==> src/rtl/dpe_arb_pkg.sv <==
// Shared definitions for the packet arbiters in front of the WireGuard
// encryptor (and, later, the decryptor).
package dpe_arb_pkg;

    // Arbiter control states:
    //   IDLE  - arbitration cycle, nothing is forwarded
    //   BUSY  - the granted port is forwarded beat by beat
    //   DRAIN - a truncated packet's remaining beats are swallowed
    typedef enum logic [1:0] {
        IDLE  = 2'd0,
        BUSY  = 2'd1,
        DRAIN = 2'd2
    } arb_state_t;

    // Width of a beat counter able to hold 0..max_beats.
    function automatic int arb_cnt_w(input int max_beats);
        return $clog2(max_beats + 1);
    endfunction

endpackage

==> src/rtl/dpe_rr_picker.sv <==
// Combinational round-robin picker: returns the first requesting index
// found when scanning upward from ptr+1, wrapping modulo N.
module dpe_rr_picker #(
    parameter int N = 4
) (
    input  logic [N-1:0]         req,
    input  logic [$clog2(N)-1:0] ptr,
    output logic [$clog2(N)-1:0] gnt_idx,
    output logic                 gnt_vld
);

    localparam int IDX_W = $clog2(N);

    logic [IDX_W-1:0] w_cand;

    // Scan ptr+1, ptr+2, ... ptr+N (mod N); the first hit wins, so the
    // port that was granted last has the lowest priority.
    always_comb begin
        gnt_idx = '0;
        gnt_vld = 1'b0;
        w_cand  = '0;
        for (int i = 1; i <= N; i++) begin
            w_cand = IDX_W'((int'(ptr) + i) % N);
            if (!gnt_vld && req[w_cand]) begin
                gnt_idx = w_cand;
                gnt_vld = 1'b1;
            end
        end
    end

endmodule

==> src/rtl/dpe_wg_enc_arbiter.sv <==
// Packet-level round-robin arbiter sharing one encryptor among N ingress
// AXI-Stream-like ports. A grant lasts a whole packet and the granted index
// travels alongside it on out_tsrc. Packets longer than MAX_BEATS are cut
// (tlast forced on the last allowed beat) and their tail is drained.
//
// Handshake: a beat moves when valid & ready are both high in the same
// cycle; a source holding valid high without ready must keep data, keep and
// last unchanged. Output beats are a zero-latency combinational path from
// the granted input, and in_tready of that port is out_tready.
module dpe_wg_enc_arbiter
    import dpe_arb_pkg::*;
#(
    parameter int N_PORTS   = 4,
    parameter int DATA_W    = 64,
    parameter int MAX_BEATS = 192
) (
    input  logic                          clk,
    input  logic                          rst,
    input  logic [N_PORTS*DATA_W-1:0]     in_tdata,
    input  logic [N_PORTS*DATA_W/8-1:0]   in_tkeep,
    input  logic [N_PORTS-1:0]            in_tlast,
    input  logic [N_PORTS-1:0]            in_tvalid,
    output logic [N_PORTS-1:0]            in_tready,
    output logic [DATA_W-1:0]             out_tdata,
    output logic [DATA_W/8-1:0]           out_tkeep,
    output logic                          out_tlast,
    output logic                          out_tvalid,
    input  logic                          out_tready,
    output logic [$clog2(N_PORTS)-1:0]    out_tsrc,
    input  logic [N_PORTS-1:0]            port_en,
    input  logic                          err_clr,
    output logic [N_PORTS-1:0]            err_oversize,
    output logic [31:0]                   pkt_cnt
);

    localparam int IDX_W  = $clog2(N_PORTS);
    localparam int KEEP_W = DATA_W / 8;
    localparam int CNT_W  = arb_cnt_w(MAX_BEATS);

    arb_state_t          r_state;
    logic [IDX_W-1:0]    r_grant;
    logic [IDX_W-1:0]    r_rr_ptr;
    logic [CNT_W-1:0]    r_beat_cnt;
    logic [N_PORTS-1:0]  r_err;
    logic [31:0]         r_pkt_cnt;

    logic [N_PORTS-1:0]  w_req;
    logic [IDX_W-1:0]    w_pick_idx;
    logic                w_pick_vld;
    logic [DATA_W-1:0]   w_sel_data;
    logic [KEEP_W-1:0]   w_sel_keep;
    logic                w_sel_last;
    logic                w_sel_valid;
    logic                w_cap_beat;
    logic                w_xfer;
    logic                w_trunc;
    logic                w_drain_end;

    assign w_req = in_tvalid & port_en;

    dpe_rr_picker #(.N(N_PORTS)) u_picker (
        .req     (w_req),
        .ptr     (r_rr_ptr),
        .gnt_idx (w_pick_idx),
        .gnt_vld (w_pick_vld)
    );

    assign w_sel_data  = in_tdata[r_grant*DATA_W +: DATA_W];
    assign w_sel_keep  = in_tkeep[r_grant*KEEP_W +: KEEP_W];
    assign w_sel_last  = in_tlast[r_grant];
    assign w_sel_valid = in_tvalid[r_grant];

    // The beat being offered is the last one a packet may carry.
    assign w_cap_beat  = (r_beat_cnt == CNT_W'(MAX_BEATS - 1));
    assign w_xfer      = (r_state == BUSY) && w_sel_valid && out_tready;
    assign w_trunc     = w_xfer && !w_sel_last && w_cap_beat;
    assign w_drain_end = (r_state == DRAIN) && w_sel_valid && w_sel_last;

    assign out_tsrc     = r_grant;
    assign err_oversize = r_err;
    assign pkt_cnt      = r_pkt_cnt;

    // Output mux and per-port ready: forward in BUSY, swallow in DRAIN.
    always_comb begin
        in_tready  = '0;
        out_tvalid = 1'b0;
        out_tdata  = '0;
        out_tkeep  = '0;
        out_tlast  = 1'b0;
        if (r_state == BUSY) begin
            in_tready[r_grant] = out_tready;
            out_tvalid         = w_sel_valid;
            out_tdata          = w_sel_data;
            out_tkeep          = w_sel_keep;
            out_tlast          = w_sel_last || w_cap_beat;
        end else if (r_state == DRAIN) begin
            in_tready[r_grant] = 1'b1;
        end
    end

    // FSM, grant/pointer, beat counter, sticky errors and packet counter.
    always_ff @(posedge clk) begin
        if (rst) begin
            r_state    <= IDLE;
            r_rr_ptr   <= IDX_W'(N_PORTS - 1);
            r_grant    <= '0;
            r_beat_cnt <= '0;
            r_err      <= '0;
            r_pkt_cnt  <= '0;
        end else begin
            // Clear first so a same-cycle truncation still sets its bit.
            if (err_clr) begin
                r_err <= '0;
            end
            if (w_trunc) begin
                r_err[r_grant] <= 1'b1;
            end
            case (r_state)
                IDLE: begin
                    if (w_pick_vld) begin
                        r_grant    <= w_pick_idx;
                        r_rr_ptr   <= w_pick_idx;
                        r_beat_cnt <= '0;
                        r_state    <= BUSY;
                    end
                end
                BUSY: begin
                    if (w_xfer) begin
                        r_beat_cnt <= r_beat_cnt + 1'b1;
                        if (w_sel_last) begin
                            r_pkt_cnt <= r_pkt_cnt + 32'd1;
                            r_state   <= IDLE;
                        end else if (w_cap_beat) begin
                            r_pkt_cnt <= r_pkt_cnt + 32'd1;
                            r_state   <= DRAIN;
                        end
                    end
                end
                DRAIN: begin
                    if (w_drain_end) begin
                        r_state <= IDLE;
                    end
                end
                default: r_state <= IDLE;
            endcase
        end
    end

endmodule
==> config.mk <==
export PLATFORM = sky130hd
export DESIGN_NAME = dpe_wg_enc_arbiter
export DESIGN_NICKNAME = d
export VERILOG_FILES = /design/src/rtl/dpe_arb_pkg.sv /design/src/rtl/dpe_rr_picker.sv /design/src/rtl/dpe_wg_enc_arbiter.sv
export SDC_FILE = /design/constraint.sdc
export NUM_CORES = 1
export LEC_CHECK = 0
export ABC_AREA = 1
export BUFFER_PORTS_ARGS = -buffer_cell sky130_fd_sc_hd__buf_2
export CAP_MARGIN = 15
export CORE_AREA = 2 2 161 163
export DETAILED_ROUTE_END_ITERATION = 7
export DIE_AREA = 0 0 163 165
export GPL_ROUTABILITY_DRIVEN = 0
export SLEW_MARGIN = 20
export SYNTH_ARGS = -nofsm -noshare
export SYNTH_HDL_FRONTEND = slang
export SYNTH_SLANG_ARGS = --single-unit
==> constraint.sdc <==
create_clock -name clk -period 3.5 [get_ports clk]
set_clock_uncertainty 0.15 [all_clocks]
set_input_delay 0.175 -clock clk [delete_from_list [all_inputs] [get_ports clk]]
set_output_delay 0.175 -clock clk [all_outputs]
set_load 0.05 [all_outputs]
# Yosys cells after proc, flatten, opt, wreduce, memory -nomap -nowiden
# Cells that the tools add are included.
# classes
n_addsub,6
order_cmp,6
n_eq_ne,7
n_shift,2
mux,42
bitwise,3
reduce_logical,22
# ops
operator,n
$shiftx A256 B9 Y64,1
$mux W32,2
$mux W64,1
$add A32 B1 Y32 const B,1
$shiftx A32 B6 Y8,1
$mux W8,3
$mux W4,5
$mux W2,9
$pmux W8 S2,1
$lt A2 B3 Y1 const B,5
$mux W1,13
$bmux W1 S2,6
$logic_and A1 B1 Y1,10
$add A8 B1 Y8 const B,1
$and A4 B4 Y4,2
$eq A8 B8 Y1 const B,1
$pmux W2 S3,1
$reduce_and A3 Y1,2
$add A2 B1 Y2 const B,2
$add A2 B2 Y2 const B,2
$logic_not A1 Y1,4
$ne A2 B2 Y1 const B,2
$or A4 B4 Y4,1
$reduce_and A4 Y1,1
other kinds (10),11
# word_totals
regBits,50
in_bits,304
output_inout_bits,116
word_cells,94

# Logic depth before layout (Yosys ltp)
# Gate-level depths: netlist of run 1.
# depth
ltp_word,15
depth_mapped,12
ltp_nobuf,11

# Modules after synthesis
# From an unflattened synthesis of run 1, not the netlist that was laid out.
# unflattened
cells_unflattened,875
area_unflattened_um2,4978.5
# modules_own_cells
module,n_inst,cells_each,area_per_inst_um2
dpe_wg_enc_arbiter,1,823,4707.0
dpe_rr_picker,1,52,271.5

# Worst setup path after synthesis of run 1
# Ideal clock, no wire load.
# synth_path
path_type,register -> output
from,register r_grant[0] (netlist: out_tsrc[0])
to,output out_tdata[0]
arrival_time_ps,2363
required_ps,3175
setup_slack_ps,812
stages_incl_launch_ff,8
path_buffers,3
cell_sequence,dfxtp_1 -> buf_4 -> inv_2 -> nor2_2 -> buf_2 -> buf_1 -> a22oi_1 -> a21oi_1
# synth_via
elab_chain_cells,2
# synth_lines
item,line_no,text
from (decl),dpe_wg_enc_arbiter.sv:41,logic [IDX_W-1:0] r_grant;
from (signal assigned),dpe_wg_enc_arbiter.sv:121,r_grant <= w_pick_idx;
$shiftx A256 B9 Y64,dpe_wg_enc_arbiter.sv:68,assign w_sel_data = in_tdata[r_grant*DATA_W +: DATA_W];
$mux W64,dpe_wg_enc_arbiter.sv:90,if (r_state == BUSY) begin
to (decl),dpe_wg_enc_arbiter.sv:24,"output logic [DATA_W-1:0] out_tdata,"
# Every way passes these cells.

# Final worst setup path of run 1
# layout_path
from,register r_grant[0] (netlist: out_tsrc[0])
to,output out_tdata[16]
# The elaborated chain is that of the path after synthesis.

==> run_results.csv, run 1 <==
group,metric,value,unit
synth,yosysSeqAreaShare,20.7,%
power,leakage,3.49,nW
sta,layout_setup_ws,0.548,ns
final_layout,stdcell_count,1486,
final_layout,syn2layout_area_growth,52.5,%
detailed_routing,wl,31600,µm
synth,yosysWarningCount,0,
sta,final_hold_viol_count,0,
global_routing,grt_pass1_wl,42200,µm
synth,synth_area,0.00484,mm²
cts,htree_levels,2,
placed_design,dp_hpwl,26300,µm
sta,grt_setup_unrepaired,"false",
global_routing,grt_pass1_vias,6523,
final_layout,drive_gt1_share,40.8,%
worst_setup_path,reg2reg_slack,0.88,ns
cts,clockRootBuffer,"clkbuf_16",
worst_setup_path,crit_path_start_kind,"flip-flop",
sta,setup_viol,0,
floorplan,dieArea,0.0269,mm²
global_routing,antenna_found_initial,10,
synth,yosysTopAreaCell,"a22oi_1",
final_layout,fin_nets,1458,
worst_setup_path,cp.arrival,2.63,ns
detailed_routing,drtIter0Drc,658,
global_routing,overflow,0,
synth,synth_commonest_cells,"nand2_1 (180), a22oi_1 (144), a21oi_1 (114)",
synth,synth-main-ff-cell,"dfxtp_1",
sta,drv_slew,0,
cts,postCtsSetupBuffers,0,
detailed_routing,routedWlPerCell,21.3,µm
synth,ys_types,38,
floorplan,num_rows,58,
sta,finalCritPeriodShare,84.3,%
worst_setup_path,cp.required,3.17,ns
detailed_routing,ant_nets,0,
placed_design,io_buffers,419,
global_routing,track_usage,21.6,%
worst_setup_path,critPathCaptureType,"primary output",
floorplan,core,0.0250,mm²
synth,synth_area_leaders,"a22oi_1 (22%), dfxtp_1 (21%), nand2_1 (14%)",
sta,max_slew_margin,53.7,%
cts,path_clk_slew,0.07,ns
sta,tns,0,ns
cts,cts_buffer_depth,2,
placed_design,post-place-ws,0.879,ns
flow_run,max-cap-violations,0,
synth,synthArstFlopShare,0,%
floorplan,io_pins,420,
global_routing,grt_max_degree,56,
synth,ys_ff_latch,50,
final_layout,stdcell_area,0.00737,mm²
placed_design,place_area,0.00722,mm²
worst_setup_path,crit_fanout,36,
detailed_routing,vias,7261,
synth,netlist_instances,766,
detailed_routing,drt-vias-per-instance,4.89,
cts,clock-sinks,50,
sta,worst_pin_slew,0.695,ns
cts,tritoncts,"done",
synth,synth.most_common_cell,"nand2_1",
sta,fmax,339,MHz
floorplan,die_w,163,µm
floorplan,fp.dieH,165,µm
synth,synth-edff-count,0,
synth,syn_area_per_cell,6.31,µm²
detailed_routing,drt_pre_antenna_iters,5,
outcome,status,"complete, no violations",
detailed_routing,drc,0,
cts,cts_inserted_buffers,5,
min_path,min_path_type,"in -> reg",
cts,cts_resized,0,
cts,postCtsHoldBufs,0,
synth,syn-num-nets,1072,
final_layout,final_util,29.5,%
floorplan,start_util,19.3,%
worst_setup_path,path_class,"reg -> out",
power,ir_drop,0.356,mV
synth,synth.top_cell.area_share,22.4,%
placed_design,placed_cells,1475,
sta,final.min_clock_period,2.95,ns
cts,clock_latency,0.30,ns
power,powerDensity,599,mW/mm²
==> power by group <==
part / switching, mW / leakage, nW / internal (mW) / total (mW)
combinational: 2.46 / 3.01 / 0.795 / 3.25
sequential: 0.0664 / 0.404 / 0.605 / 0.671
clock: 0.231 / 0.0708 / 0.266 / 0.497
==> cells in the final DEF (no fill, tap or decap), types with 2 or more instances in the layout <==
cell type / n
inv_2: 7
nand2_1: 179
a21boi_0: 2
nand3_2: 4
xnor2_1: 6
diode_2: 3
buf_2: 419
nand2_2: 3
nand3_1: 25
nor3_1: 14
o21bai_1: 3
nand4_1: 8
clkbuf_16: 5
dfxtp_1: 50
nor2_4: 5
ha_1: 2
nor2_1: 60
nand2_4: 2
a21oi_1: 114
o21ai_0: 5
xor2_1: 21
a22oi_1: 144
inv_1: 37
and3_1: 3
buf_4: 14
o21ai_1: 6
==> final timing paths <==
check / endpoint / startpoint / cells past startpoint
hold / removal: err_oversize[0] / err_clr / 4
hold reg to reg: err_oversize[1] / err_oversize[1] / 2
setup / recovery: out_tdata[16] / out_tsrc[0] / 7
setup reg to reg: pkt_cnt[4] / out_tsrc[1] / 11
==> sequential cells by signal, indices dropped and copies added, names as in the netlist <==
register,count
pkt_cnt,32
r_beat_cnt,8
err_oversize,4
out_tsrc,2
r_rr_ptr,2
r_state,2
==> kinds of logic (layout without fill, tap and decap cells) <==
kind of cell	count (synthesis)	after routing	synth area share (%)
AOI/OAI and AO/OA	276	276	36.6
and+or+nand+nor	310	310	28.0
xor gates and xnor gates	27	27	4.89
buffers and inverters	101	488	9.34
other	0	3	0
DFF	50	50	20.7
adders and majority gates	2	2	0.517
==> critical path: stages, from the launching register on <==
cell     delay (ns)
dfxtp_1        0.57
inv_2          0.11
nor2_4         0.11
buf_4          0.42
buf_4          0.34
a22oi_1        0.10
a21oi_1        0.30
buf_2          0.33
==> through the flow <==
step	hold slack [ns]	total power [mW]
floorplan	0.224	3.00
global placement	0.301	3.91
detailed placement	0.305	3.93
CTS	0.0432	4.44
global route	0.0744	4.67
finish	0.0555	4.42
==> final cells by class <==
cell class,instances,area (µm²)
antenna,3,7.51
multi-input combinational,615,3410
inverter,46,180
sequential,50,1000
timing repair buffer,434,2220
clock buffer,6,129
fill,2840,17700
tap,330,413
clock inverter,2,13.8
==> per-layer routing <==
layer  share of wire [%]  global-route usage [%]  wire, µm  up-vias
li1                    -                       -         -     3482
met1                  41                    28.7     13100     3326
met2                  47                    35.3     14800      401
met3                  10                    6.08      3200       40
met4                 1.5                    3.82       461       12
met5                0.24                       0        76        -
No activity file was read; power rests on OpenSTA's default activity.
==> inputs of run 2 (changes only) <==
--- a/config.mk
+++ b/config.mk
@@ -8,9 +8,9 @@
 export ABC_AREA = 1
 export BUFFER_PORTS_ARGS = -buffer_cell sky130_fd_sc_hd__buf_2
 export CAP_MARGIN = 15
-export CORE_AREA = 2 2 161 163
+export CORE_AREA = 2 2 162 164
 export DETAILED_ROUTE_END_ITERATION = 7
-export DIE_AREA = 0 0 163 165
+export DIE_AREA = 0 0 164 166
 export GPL_ROUTABILITY_DRIVEN = 0
 export SLEW_MARGIN = 20
 export SYNTH_ARGS = -nofsm -noshare
==> constraint.sdc (replaced) <==
create_clock -name clk -period 2.75 [get_ports clk]
set_clock_uncertainty 0.15 [all_clocks]
set_input_delay 0.1375 -clock clk [delete_from_list [all_inputs] [get_ports clk]]
set_output_delay 0.1375 -clock clk [all_outputs]
set_load 0.05 [all_outputs]
==> run 2 against run 1 <==
Cell area grew 6.0%; via count grew 1.7%; sequential power is 28% higher; worst hold slack lost 0.0064 ns; critical path type unchanged; setup slack got worse by 0.32 ns; count of clock-buffer cells in the layout up 1; highest routed layer unchanged; die area grew 1.2%; first-iteration DRC count decreased by 5.6%; cell count grew 0.81%; non-clock buffer count is 4 higher; routed wire length decreased by 3.3%; utilization increased by 1.0 points.
==> run_results.csv, run 2 (synthesized netlist as in run 1, its figures left out) <==
group,metric,value,unit
outcome,status,"complete, no violations",
global_routing,track_usage,21.2,%
global_routing,grt_use_met2,34.2,%
floorplan,num_rows,59,
worst_setup_path,cp_slowest_cell,"dfxtp_2",
sta,final.min_clock_period,2.52,ns
final_layout,fin_nets,1462,
floorplan,core,0.0256,mm²
floorplan,die_w,164,µm
final_layout,syn2layout_area_growth,61.6,%
final_layout,largest_reg_flops,32,
global_routing,grt_max_degree,56,
sta,drv_slew,0,
worst_setup_path,cp.required,2.46,ns
detailed_routing,vias,7385,
placed_design,post-place-ws,0.319,ns
worst_setup_path,crit_family,"buffers and inverters",
floorplan,dieArea,0.0272,mm²
cts,clockRootBuffer,"clkbuf_16",
cts,htree_levels,2,
final_layout,stdcell_area,0.00781,mm²
final_layout,final_cell_mix,"buf_2 (397), nand2_1 (179), a22oi_1 (144)",
sta,fmax,396,MHz
global_routing,busiest_layer,"met2",
sta,tns,0,ns
detailed_routing,wl,30600,µm
sta,max_slew_margin,65.3,%
cts,path_clk_slew,0.07,ns
worst_setup_path,startpoint,"out_tsrc[0]",
final_layout,final_common_cell,"buf_2",
detailed_routing,drtIter0Drc,621,
worst_setup_path,crit_fanout,26,
sta,grt_setup_unrepaired,"false",
detailed_routing,drc,0,
cts,clock_latency,0.29,ns
global_routing,overflow,0,
worst_setup_path,cpMostUsedCell,"buf_12",
power,ir_drop,0.486,mV
min_path,min_path_type,"in -> reg",
floorplan,io_pins,420,
floorplan,fp.dieH,166,µm
detailed_routing,drt-vias-per-instance,4.93,
worst_setup_path,cp.arrival,2.24,ns
power,powerDensity,789,mW/mm²
worst_setup_path,worstPathCellList,"inv_2 > nor2_4 > buf_12 > buf_12 > a22oi_1 > a21oi_1 > buf_2",
worst_setup_path,max_stage_delay,0.46,ns
sta,layout_setup_ws,0.226,ns
cts,cts_inserted_buffers,5,
global_routing,use_met3,5.87,%
global_routing,grtUsageMet1,27.4,%
min_path,min_from,"err_clr",
global_routing,grt_pass1_wl,43400,µm
detailed_routing,drt_pre_antenna_iters,5,
global_routing,antenna_found_initial,11,
cts,tritoncts,"done",
sta,finalCritPeriodShare,91.8,%
sta,final_hold_viol_count,0,
worst_setup_path,critPathBufInv,4,
detailed_routing,routedWlPerCell,20.4,µm
global_routing,grt_pass1_vias,6848,
placed_design,io_buffers,419,
cts,cts_buffer_depth,2,
power,leakage,3.60,nW
sta,worst_pin_slew,0.523,ns
placed_design,place_area,0.00764,mm²
flow_run,max-cap-violations,0,
final_layout,drive_gt1_share,41.2,%
final_layout,fillers,2821,
cts,clock-sinks,50,
worst_setup_path,crit_path_start_kind,"flip-flop",
worst_setup_path,critPathCaptureType,"primary output",
worst_setup_path,path_class,"reg -> out",
detailed_routing,ant_nets,0,
floorplan,start_util,18.9,%
placed_design,dp_hpwl,25200,µm
sta,setup_viol,0,
cts,postCtsHoldBufs,0,
worst_setup_path,crit-reg2reg-launch,"out_tsrc[1]",
run 2: routing by layer:
| metal | vias up | wire length [µm] | part of all wire (%) |
|---|---|---|---|
| met3 | 49 | 2970 | 9.7 |
| met1 | 3433 | 12900 | 42 |
| met4 | 6 | 614 | 2.0 |
| li1 | 3491 | - | - |
| met2 | 406 | 14100 | 46 |
| met5 | - | 41 | 0.13 |
run 2: through the flow:
stage / total power, mW / std cells / util, % / hold WS [ns]
after floorplan: 3.82 / 766 / - / 0.187
after global placement: 5.51 / 1484 / 29.8 / 0.306
after detailed placement: 5.53 / 1484 / 29.8 / 0.316
after CTS: 6.19 / 1492 / 30.4 / 0.0374
after global routing: 6.50 / 1496 / 30.5 / 0.0682
final: 6.17 / 1498 / 30.5 / 0.0491
run 2: layout make-up:
| type | count | area [µm²] | share of cell area, % |
|---|---|---|---|
| Timing Repair Buffer | 438 | 2640 | 33.8 |
| Tap cell | 335 | 419 | 5.36 |
| Multi-Input combinational cell | 615 | 3410 | 43.6 |
| Clock buffer | 7 | 143 | 1.83 |
| Clock inverter | 1 | 5.00 | 0.0641 |
| Sequential cell | 50 | 1000 | 12.8 |
| Antenna cell | 6 | 15.0 | 0.192 |
| Inverter | 46 | 180 | 2.31 |
run 2: worst min-delay path, delay by kind of cell:
family          cells  cell delay, ns
buf+inv             2            0.16
simple gates        1            0.08
compound gates      1            0.06
run 2: path summary, 6_finish.rpt:
kind	end	slack, ns	cells past startpoint
setup / recovery	out_tdata[15]	0.23	7
hold / removal	err_oversize[2]	0.05	4
setup reg to reg	pkt_cnt[8]	0.54	10
hold reg to reg	err_oversize[3]	0.32	2
run 2: what timing repair did:
action,in CTS,in global routing
pin swaps,0,0
setup endpoints to repair,1,11
buffers inserted,0,0
gates resized for setup,1,3
run 2: report_power, final:
part           internal (mW)  total (mW)  switching, mW
combinational           1.44        4.67           3.22
sequential             0.772       0.858         0.0866
clock                  0.362       0.642          0.280
